## config.mk

```make
export PLATFORM = sky130hd
export DESIGN_NAME = if_id_ctrl
export DESIGN_NICKNAME = d
export VERILOG_FILES = /design/src/rtl/cpu_types_pkg.sv /design/src/rtl/lu_detect.sv /design/src/rtl/if_id_ctrl.sv
export SDC_FILE = /design/constraint.sdc
export NUM_CORES = 1
export LEC_CHECK = 0
export BUFFER_PORTS_ARGS = -buffer_cell sky130_fd_sc_hd__buf_2
export CORE_AREA = 2 2 39 41
export CTS_CLUSTER_SIZE = 10
export DETAILED_ROUTE_END_ITERATION = 6
export DIE_AREA = 0 0 41 43
export GPL_TIMING_DRIVEN = 0
export PLACE_DENSITY = 0.74
export SLEW_MARGIN = 20
export SYNTH_ARGS = -nofsm -noshare
export SYNTH_HDL_FRONTEND = slang
export SYNTH_SLANG_ARGS = --single-unit
```

## constraint.sdc

```tcl
create_clock -name CLK -period 1.8 [get_ports CLK]
set_clock_uncertainty 0.1 [all_clocks]
set_input_delay 0.18 -clock CLK [delete_from_list [all_inputs] [get_ports CLK]]
set_output_delay 0.18 -clock CLK [all_outputs]
set_load 0.01 [all_outputs]
```

## src/rtl/cpu_types_pkg.sv

```systemverilog
// Shared CPU types: register-field width, IF/ID sequencing states and load-use limits.
package cpu_types_pkg;

  typedef logic [4:0] regbits_t;

  typedef enum logic [2:0] {
    RUN,
    MEMWAIT,
    LUSTALL,
    FLUSH,
    HALT
  } ifid_ctrl_state_t;

  localparam int LU_BUBBLES_MAX = 3;

endpackage

```

## src/rtl/lu_detect.sv

```systemverilog
// Load-use hazard compare: the load in ID/EX writes a register the IF/ID instruction reads.
module lu_detect
  import cpu_types_pkg::*;
(
  input  logic     memRead_ID_EX,
  input  regbits_t Rt_ID_EX,
  input  regbits_t Rs_IF_ID,
  input  regbits_t Rt_IF_ID,
  output logic     lu
);

  // Register 0 is hardwired, so a load targeting it never creates a dependency.
  assign lu = memRead_ID_EX && (Rt_ID_EX != '0) &&
              ((Rt_ID_EX == Rs_IF_ID) || (Rt_ID_EX == Rt_IF_ID));

endmodule

```

## src/rtl/if_id_ctrl.sv

```systemverilog
// IF/ID and PC sequencing controller: load, hold, flush and bubble decisions per cycle.
// Optional IF_ID_CTRL_PERF_EN adds wrapping stall_cnt / flush_cnt outputs.
module if_id_ctrl
  import cpu_types_pkg::*;
#(
  parameter int LU_BUBBLES = 1
) (
  input  logic     CLK,
  input  logic     RST,
  input  logic     ihit,
  input  logic     dhit,
  input  logic     dmem_req,
  input  regbits_t Rs_IF_ID,
  input  regbits_t Rt_IF_ID,
  input  logic     memRead_ID_EX,
  input  regbits_t Rt_ID_EX,
  input  logic     redirect,
  input  logic     halt,
  output logic     pc_en,
  output logic     if_id_en,
  output logic     if_id_flush,
  output logic     id_ex_bubble,
  output logic     halted
`ifdef IF_ID_CTRL_PERF_EN
  ,
  output logic [31:0] stall_cnt,
  output logic [31:0] flush_cnt
`endif
);

  localparam int LU_CLAMP = (LU_BUBBLES > LU_BUBBLES_MAX) ? LU_BUBBLES_MAX :
                            (LU_BUBBLES < 1) ? 1 : LU_BUBBLES;
  localparam logic [1:0] LU_LOAD = 2'(LU_CLAMP - 1);

  ifid_ctrl_state_t state, state_next;
  logic [1:0]       bub_cnt, bub_cnt_next;
  logic             lu;
  logic             mem_stall;

  lu_detect u_lu_detect (
    .memRead_ID_EX (memRead_ID_EX),
    .Rt_ID_EX      (Rt_ID_EX),
    .Rs_IF_ID      (Rs_IF_ID),
    .Rt_IF_ID      (Rt_IF_ID),
    .lu            (lu)
  );

  // Once waiting, only dhit releases the freeze; from RUN a pending access must also be present.
  assign mem_stall = (state == MEMWAIT) ? !dhit : (dmem_req && !dhit);

  always_ff @(posedge CLK) begin
    if (RST) begin
      state   <= RUN;
      bub_cnt <= '0;
    end else begin
      state   <= state_next;
      bub_cnt <= bub_cnt_next;
    end
  end

  always_comb begin
    state_next   = state;
    bub_cnt_next = bub_cnt;
    case (state)
      RUN, MEMWAIT: begin
        if (halt) begin
          state_next = HALT;
        end else if (mem_stall) begin
          state_next = MEMWAIT;
        end else if (redirect) begin
          state_next = FLUSH;
        end else if (lu) begin
          bub_cnt_next = LU_LOAD;
          state_next   = (LU_CLAMP > 1) ? LUSTALL : RUN;
        end else begin
          state_next = RUN;
        end
      end
      LUSTALL: begin
        bub_cnt_next = bub_cnt - 2'd1;
        if (bub_cnt <= 2'd1) state_next = RUN;
      end
      FLUSH:   state_next = RUN;
      HALT:    state_next = HALT;
      default: state_next = RUN;
    endcase
  end

  always_comb begin
    pc_en        = 1'b0;
    if_id_en     = 1'b0;
    if_id_flush  = 1'b0;
    id_ex_bubble = 1'b0;
    halted       = 1'b0;
    if (!RST) begin
      case (state)
        RUN, MEMWAIT: begin
          if (!(halt || mem_stall)) begin
            if (redirect) begin
              pc_en        = 1'b1;
              if_id_flush  = 1'b1;
              id_ex_bubble = 1'b1;
            end else if (lu) begin
              id_ex_bubble = 1'b1;
            end else if (!ihit) begin
              if_id_flush = 1'b1;
            end else begin
              pc_en    = 1'b1;
              if_id_en = 1'b1;
            end
          end
        end
        LUSTALL: id_ex_bubble = 1'b1;
        // The word fetched down the wrong path is dropped; the PC still moves on a hit.
        FLUSH: begin
          if_id_flush = 1'b1;
          pc_en       = ihit;
        end
        HALT:    halted = 1'b1;
        default: ;
      endcase
    end
  end

`ifdef IF_ID_CTRL_PERF_EN
  always_ff @(posedge CLK) begin
    if (RST) begin
      stall_cnt <= '0;
      flush_cnt <= '0;
    end else begin
      if (state != HALT && !pc_en) stall_cnt <= stall_cnt + 32'd1;
      if (state != FLUSH && state_next == FLUSH) flush_cnt <= flush_cnt + 32'd1;
    end
  end
`endif

endmodule

```

* Word-level counts from Yosys, hierarchy flattened
Index checks and enable logic that the tools add are counted.
** Storage, ports and cells
- Register bits after elaboration :: 5
- Input bits :: 23
- Output and inout port bits :: 5
- Word-level logic and storage cells :: 60
** Operators by class
- Add/subtract/negate cells :: 1
- Magnitude comparators :: 1
- Eq/ne operators :: 11
- Muxes and demuxes :: 34
- Reduce and logical (&&, ||, !) cells :: 11
** Operators with widths (number)
- 2-to-1 mux 1 bit :: 21
- 2-to-1 mux 2 bit :: 6
- == test 5 bit :: 2
- inequality test 2 bit, second input constant :: 5
- one-hot mux 3 bit (3 select lines) :: 1
- == test 3 x 2 -> 1 bit, second input constant :: 2
- 2-to-1 mux 3 bit :: 2
- one-hot mux 1 bit (2 select lines) :: 3
- AND reduction 5 bit :: 1
- nonzero test 5 bit :: 1
- one-hot mux 2 bit (2 select lines) :: 1
- == test 3 x 1 -> 1 bit, second input constant :: 1
- == test 3 bit, second input constant :: 1
- logical AND 1 bit :: 3
- logical NOT 3 bit :: 1
- <= comparator 2 x 1 -> 1 bit, second input constant :: 1
- logical OR 1 bit :: 2
- nonzero test 2 bit :: 1
- OR reduction 2 bit :: 1
- subtractor 2 x 1 -> 2 bit, second input constant :: 1
- logical NOT 1 bit :: 1

* Depth between registers and ports, before layout
Gate-level depths: netlist of run 1.
- Depth in word-level cells :: 8
- Depth in mapped cells :: 5
- Gate-level depth less buffers :: 5

* Cells and area by module
Synthesis of run 1 repeated with hierarchy kept, for this count alone.
** Unflattened totals
- Cells, all modules :: 63
- Area total of the unflattened synthesis :: 506.7 um^2
** Modules (own cells, without submodules)
- if_id_ctrl :: times used 1, cells an instance 46, area an instance 381.6 um^2, sequential area each 100.1 um^2
- lu_detect :: times used 1, cells an instance 17, area an instance 125.1 um^2, sequential area each 0.0 um^2

* Least setup slack after synthesis of run 1
Ideal clock, no wire load.
- Path kind :: input-to-output
- Start :: in Rt_ID_EX[3]
- End :: out id_ex_bubble
- Data arrival time :: 1.293 ns
- Data required time :: 1.520 ns
- Setup slack :: 0.227 ns
- Stages :: 5
- Buffers on the path :: 0
- Cells stage by stage :: xor2_1 nor3_2 a22oi_1 or2_2 a221oi_1
** On the way
- Longest elaborated chain between the ends :: 8
- Elaborated cells between the ends (all ways) :: 11
- Classes of those cells :: 2 x eq/ne; 5 x mux; 4 x reduce/logical
** RTL lines
- start, declared :: line if_id_ctrl.sv:16 : input regbits_t Rt_ID_EX,
- == test 5 bit or nonzero test 5 bit (tied branches) :: line lu_detect.sv:14, lu_detect.sv:13
- logical OR 1 bit or logical AND 1 bit (tied branches) :: line lu_detect.sv:14, lu_detect.sv:13
- logical AND 1 bit * :: line lu_detect.sv:13 : assign lu = memRead_ID_EX && (Rt_ID_EX != '0) &&
- 2-to-1 mux 1 bit * :: line if_id_ctrl.sv:103 : end else if (lu) begin
- 2-to-1 mux 1 bit * :: line if_id_ctrl.sv:99 : if (redirect) begin
- 2-to-1 mux 1 bit * :: line if_id_ctrl.sv:98 : if (!(halt || mem_stall)) begin
- one-hot mux 1 bit (2 select lines) * :: line if_id_ctrl.sv:96 : case (state)
- 2-to-1 mux 1 bit * :: line if_id_ctrl.sv:95 : if (!RST) begin
- end, declared :: line if_id_ctrl.sv:22 : output logic id_ex_bubble,
Every way passes the cells marked *; elsewhere a longest branch is shown, timed or not.

* Worst setup path in the final report of run 1
- Start :: reg state[1]
- End :: reg bub_cnt[1]
** On the way
- Longest elaborated chain between the ends :: 4
- Elaborated cells between the ends (all ways) :: 12
- Classes of those cells :: 6 x eq/ne; 2 x mux; 4 x reduce/logical
** RTL lines
- start, declared :: line if_id_ctrl.sv:35 : ifid_ctrl_state_t state, state_next;
- start signal, assigned :: line if_id_ctrl.sv:56 : state <= state_next;
- == test 3 x 1 -> 1 bit or logical NOT 3 bit (tied branches) :: line if_id_ctrl.sv:49, if_id_ctrl.sv:64
- 2-to-1 mux 1 bit or OR reduction 2 bit (tied branches) :: line if_id_ctrl.sv:49, if_id_ctrl.sv:64
- inequality test 2 bit (no line) or nonzero test 2 bit (tied branches)
- AND reduction 5 bit (no line)
- end signal, assigned :: line if_id_ctrl.sv:57 : bub_cnt <= bub_cnt_next;
- end, declared :: line if_id_ctrl.sv:36 : logic [1:0] bub_cnt, bub_cnt_next;
Several ways; a longest one is shown, not always the timed one.
A chain may end at the register's enable or synchronous reset.

==> results of run 1 <==
==> worst min path at each step <==
stage | startpoint | endpoint | slack, ps | depth (start not counted)
finish | redirect | state[1] | 120 | 3
global route | redirect | state[1] | 130 | 3
CTS | redirect | state[1] | 110 | 3
detailed placement | redirect | state[1] | 380 | 3
global placement | redirect | state[1] | 380 | 3
floorplan | redirect | state[1] | 220 | 2
==> metal layers <==
layer,track usage,vias to the layer above
met1,0.1725,270
met3,0.06283,0
met2,0.2938,29
met4,0.02000,0
met5,0,-
li1,-,299
==> power by group through the flow <==
stage / Clock, mW / Combinational, mW / Sequential [mW]
5_1_grt: 0.141 / 0.147 / 0.131
3_3_place_gp: 0 / 0.104 / 0.128
4_1_cts: 0.132 / 0.114 / 0.129
3_5_place_dp: 0 / 0.108 / 0.129
2_1_floorplan: 0 / 0.0610 / 0.126
6_report: 0.129 / 0.132 / 0.130
==> what timing repair did <==
item	CTS	global route
endpoints found under the setup margin	3	6
buffers inserted	1	2
resized for setup	8	15
pin swaps	1	7
==> state kept, by name, summed over array words and instances (netlist names) <==
name	cells
bub_cnt	2
state	3
==> cells in the final DEF (no fill, tap or decap), types with 2 or more instances in the layout <==
cell	instances
inv_2	2
inv_1	3
and3_4	2
clkbuf_1	2
nor3_2	3
xor2_1	10
nand2_1	2
a21oi_1	2
dfxtp_4	2
buf_2	27
a211oi_1	2
dfxtp_1	2
nor2_1	7
nor3_1	2
buf_4	3
clkbuf_4	3
==> synthesized netlist by cell type, drive strengths merged <==
master	count
a211o	1
a211oi	2
a21oi	2
a221o	1
a221oi	1
a22o	1
a22oi	1
a32o	1
and3	3
and4	1
clkbuf	1
dfxtp	5
ha	1
inv	5
nand2	2
nand2b	1
nor2	8
nor2b	1
nor3	6
nor3b	1
nor4	1
nor4bb	1
o21ai	2
or2	1
or3	1
or4	2
xor2	10
==> logic make-up after synthesis <==
| family | Yosys count | share of synthesized area |
|---|---|---|
| AND/OR/NAND/NOR | 29 | 0.3583 |
| AO/OA/AOI/OAI | 12 | 0.1830 |
| XOR/XNOR | 10 | 0.1804 |
| buffers and inverters | 6 | 0.04639 |
| flip-flops | 5 | 0.2062 |
| adder cells (fa/ha/maj) | 1 | 0.02577 |
==> worst max-delay path: stages (launching register included) <==
cell and delay, ps:
dfxtp_4 370, nor3_4 220, o21ai_4 100, buf_4 150
or4_4 510, a32o_1 210
==> stage by stage <==
stage | std cells | hold slack, ps
2_1_floorplan | 63 | 216.0
3_3_place_gp | 106 | 377.6
3_5_place_dp | 106 | 375.7
4_1_cts | 111 | 113.9
5_1_grt | 113 | 130.9
6_report | 113 | 120.6
==> final cells by class <==
type                    count  share of cell area
clock buffers               4             0.03409
well taps                  16             0.02597
inverters                   5             0.02435
repair buffers             30              0.2045
flip-flops and latches      5              0.1412
multi-input cells          52              0.5649
plain buffers               1            0.004870
==> results.json, run 1 <==
{
  "clock-root-buffer": "clkbuf_4",
  "drt_wl_total_um": 1355,
  "fin_crit_ps": 1780,
  "clock-sinks": 5,
  "syn_inst": 63,
  "row_count": 14,
  "yosys_warnings": 0,
  "combPwrFrac": 0.338,
  "r2r_cells": 5,
  "first_pass_iters": 4,
  "clockBufferDepth": 2,
  "clkLatencyLatePin_ps": 240,
  "finalHoldViolCount": 0,
  "grt_pass1_vias": 548,
  "utilization": 0.5570,
  "rrSetupSlack_ps": 20,
  "crit_arrival_ps": 1810,
  "hold_path_class": "in -> reg",
  "multiInputGateArea_um2": 435.4,
  "die_h_um": 43,
  "p_int_mw": 0.2662,
  "clk_transition_reported_paths_ps": 40,
  "cts_inserted_buffers": 3,
  "io_buffer_count": 27,
  "yosys.cell_types.count": 29,
  "cts_tree": "yes",
  "syn_area_um2": 485.5,
  "dr.max_layer_used": "met3",
  "grt_usage": 0.1633,
  "grt_pass1_wl_um": 2021,
  "cp-start-kind": "flip-flop",
  "dp_hpwl_um": 983.2,
  "register_area_um2": 108.9,
  "setup_ws_ps": 19.95,
  "wl_met2_um": 728,
  "synth_top_area_frac": 0.2062,
  "area.growth.synth_to_final_pct": 58.76,
  "grt_remaining_overflow": 0,
  "synth-seq-area-share": 0.2062,
  "synthesis.nets": 87,
  "via_per_inst": 5.292,
  "drc": 0,
  "setup_viol": 0,
  "drtIter0Drc": 6,
  "critical_path_class": "reg -> reg",
  "cp_max_fo": 7,
  "timing.rr.start": "state[1]",
  "wl_met3_um": 124,
  "final_area_um2": 770.7,
  "synth_top_cell_by_area": "dfxtp_1",
  "ant_nets": 0,
  "period_share": 0.9889,
  "routabilityCongestion": 0.7469,
  "switching_share": 0.3177,
  "antenna_cells": 0,
  "antenna_found_initial": 0,
  "worstSetupStartpoint": "state[1]",
  "p_per_area_mw_per_mm2": 506.2,
  "avgSynthCellArea_um2": 7.706,
  "core_area_mm2": 0.001384,
  "power.leakage_nw": 0.3497,
  "clock.fmax_mhz": 561.8,
  "met1Wirelength_um": 502,
  "nets": 122,
  "nFillCells": 138,
  "clkPwrFrac": 0.330,
  "worst_pin_slew_ps": 478.3,
  "via_count": 598,
  "ir_worst_vdd_mv": 0.4023,
  "cts_hold_buffers": 0,
  "max-slew-margin-rel": 0.6812,
  "drive_above_1_share": 0.5361,
  "synth_area_leaders": "dfxtp_1 (21%), xor2_1 (18%), nor2_1 (6.2%)",
  "required_ps": 1830,
  "power_mw": 0.3902,
  "htree_levels": 1,
  "end_kind": "flip-flop",
  "die-area_mm2": 0.001763,
  "dieWidth_um": 41,
  "grt_start_max_net_pins": 11,
  "grt_setup_unrepaired": "true",
  "avgRoutedWirePerCell_um": 11.99,
  "placement.cell_area_um2": 640.6,
  "seq_power_share": 0.332,
  "pre_cts_slack_ps": -42.23,
  "io_pins": 28,
  "status": "complete, no violations",
  "drv_slew": 0,
  "cap_violations": 0,
  "setup.worst_path.end": "bub_cnt[1]",
  "synth-seq-cells": 5,
  "fin_setup_tns_ps": 0,
  "switching_power_mw": 0.1240,
  "r2r_end": "bub_cnt[1]",
  "start_util": 0.3508
}
No activity file was read; power rests on OpenSTA's default activity.
==> inputs of run 2 (changes only) <==
CORE_AREA = 5 5 42 44   (was 2 2 39 41)
DIE_AREA = 0 0 47 49   (was 0 0 41 43)
==> results.json, run 2 (same netlist as run 1, synthesis figures left out) <==
{
  "start_util": 0.3464,
  "dp.cells": 106,
  "largest_reg_flops": 3,
  "critical_path_class": "reg -> reg",
  "setup_viol": 0,
  "grt_start_max_net_pins": 11,
  "final_area_um2": 763.2,
  "row_count": 14,
  "drtIter0Drc": 7,
  "hold_path_class": "in -> reg",
  "finalHoldViolCount": 0,
  "grt_setup_unrepaired": "true",
  "period_share": 0.9778,
  "first_pass_iters": 4,
  "drive_above_1_share": 0.5102,
  "nets": 123,
  "cp_max_fo": 8,
  "clkLatencyLatePin_ps": 240,
  "dp_hpwl_um": 1086,
  "ir_worst_vdd_mv": 0.4315,
  "die_h_um": 49,
  "mostFrequentLayoutCell": "buf_2",
  "cp-start-kind": "flip-flop",
  "clock.fmax_mhz": 568.1,
  "area.growth.synth_to_final_pct": 57.22,
  "grt_pass1_vias": 595,
  "placement.cell_area_um2": 640.6,
  "avgRoutedWirePerCell_um": 12.58,
  "path_cells": "nor3_4, o21ai_2, buf_4, or4_4, a22o_1",
  "setup_ws_ps": 39.89,
  "cp_slowest_cell": "or4_4",
  "fin_cells": 114,
  "routabilityCongestion": 0.7659,
  "io_buffer_count": 27,
  "via_count": 608,
  "clock-sinks": 5,
  "cts_tree": "yes",
  "ant_nets": 0,
  "via_per_inst": 5.333,
  "htree_levels": 1,
  "drt_wl_total_um": 1434,
  "crit_family": "simple AND/OR/NAND/NOR gates",
  "dieWidth_um": 47,
  "crit_arrival_ps": 1790,
  "worst_pin_slew_ps": 416.5,
  "pre_cts_slack_ps": -40.78,
  "end_kind": "flip-flop",
  "layout_common_cells": "buf_2 (27), xor2_1 (10), nor2_1 (7)",
  "required_ps": 1830,
  "cap_violations": 0,
  "antenna_cells": 0,
  "largest-register": "state",
  "utilization": 0.5446,
  "p_per_area_mw_per_mm2": 507.6,
  "grt_remaining_overflow": 0,
  "grt_pass1_wl_um": 2359,
  "cts_inserted_buffers": 3,
  "clk_transition_reported_paths_ps": 50,
  "status": "complete, no violations",
  "antenna_found_initial": 0,
  "drc": 0,
  "max-slew-margin-rel": 0.7224,
  "fin_crit_ps": 1760,
  "io_pins": 28,
  "crit_buf_inv": 1,
  "critPathMaxStageDelay_ps": 520,
  "clockBufferDepth": 2,
  "core_area_mm2": 0.001401,
  "top_regs": "state: 3 flops, bub_cnt: 2 flops",
  "die-area_mm2": 0.002303,
  "grt_usage": 0.1353,
  "power.leakage_nw": 0.3540,
  "drv_slew": 0,
  "clock-root-buffer": "clkbuf_4"
}
==> run 2: per-stage QoR <==
step / total power, mW / hold slack [ps] / setup TNS [ps]
5_1_grt: 0.4216 / 129.4 / -141.1
4_1_cts: 0.3800 / 114.1 / -2.824
3_5_place_dp: 0.2365 / 376.3 / -40.78
3_3_place_gp: 0.2330 / 377.7 / -16.98
2_1_floorplan: 0.1869 / 216.0 / 0
6_report: 0.3874 / 117.5 / 0
==> run 2: final cells by class <==
| cell class | instances | area, µm² |
|---|---|---|
| Multi-Input combinational cell | 52 | 410.4 |
| Tap cell | 16 | 20.02 |
| Buffer | 1 | 3.754 |
| Inverter | 5 | 18.77 |
| Clock buffer | 4 | 26.28 |
| Timing Repair Buffer | 31 | 172.7 |
| Sequential cell | 5 | 111.4 |
| Fill cell | 147 | 638.1 |
==> run 2: final timing paths <==
path	startpoint	to	slack, ps	depth (start not counted)
setup / recovery	state[1]	bub_cnt[0]	40	5
setup reg to reg	state[1]	bub_cnt[0]	40	5
hold / removal	redirect	state[1]	120	3
hold reg to reg	state[1]	state[2]	400	1
==> run 2: metal layers <==
layer | vias to the layer above | track usage | routed length (µm)
li1 | 304 | - | -
met1 | 273 | 0.1520 | 532
met2 | 29 | 0.2330 | 732
met3 | 2 | 0.05166 | 156
met4 | 0 | 0.02765 | 12
met5 | - | 0 | 0
==> run 2: repair_timing <==
item / CTS / global route
buffers inserted: 2 / 2
pin swaps: 3 / 6
hold buffers: 0 / 0
resized for setup: 9 / 12
setup endpoints to repair: 3 / 6
==> run 2: tightest hold or removal path: stages <==
cell	delay, ps
buf_2	130
nand2_1	60
a21oi_1	50
==> run 2: report_power, final <==
part / internal [mW] / total, mW / switching (mW)
logic: 0.0663 / 0.129 / 0.0630
clock network: 0.0838 / 0.130 / 0.0458
registers: 0.116 / 0.128 / 0.0122
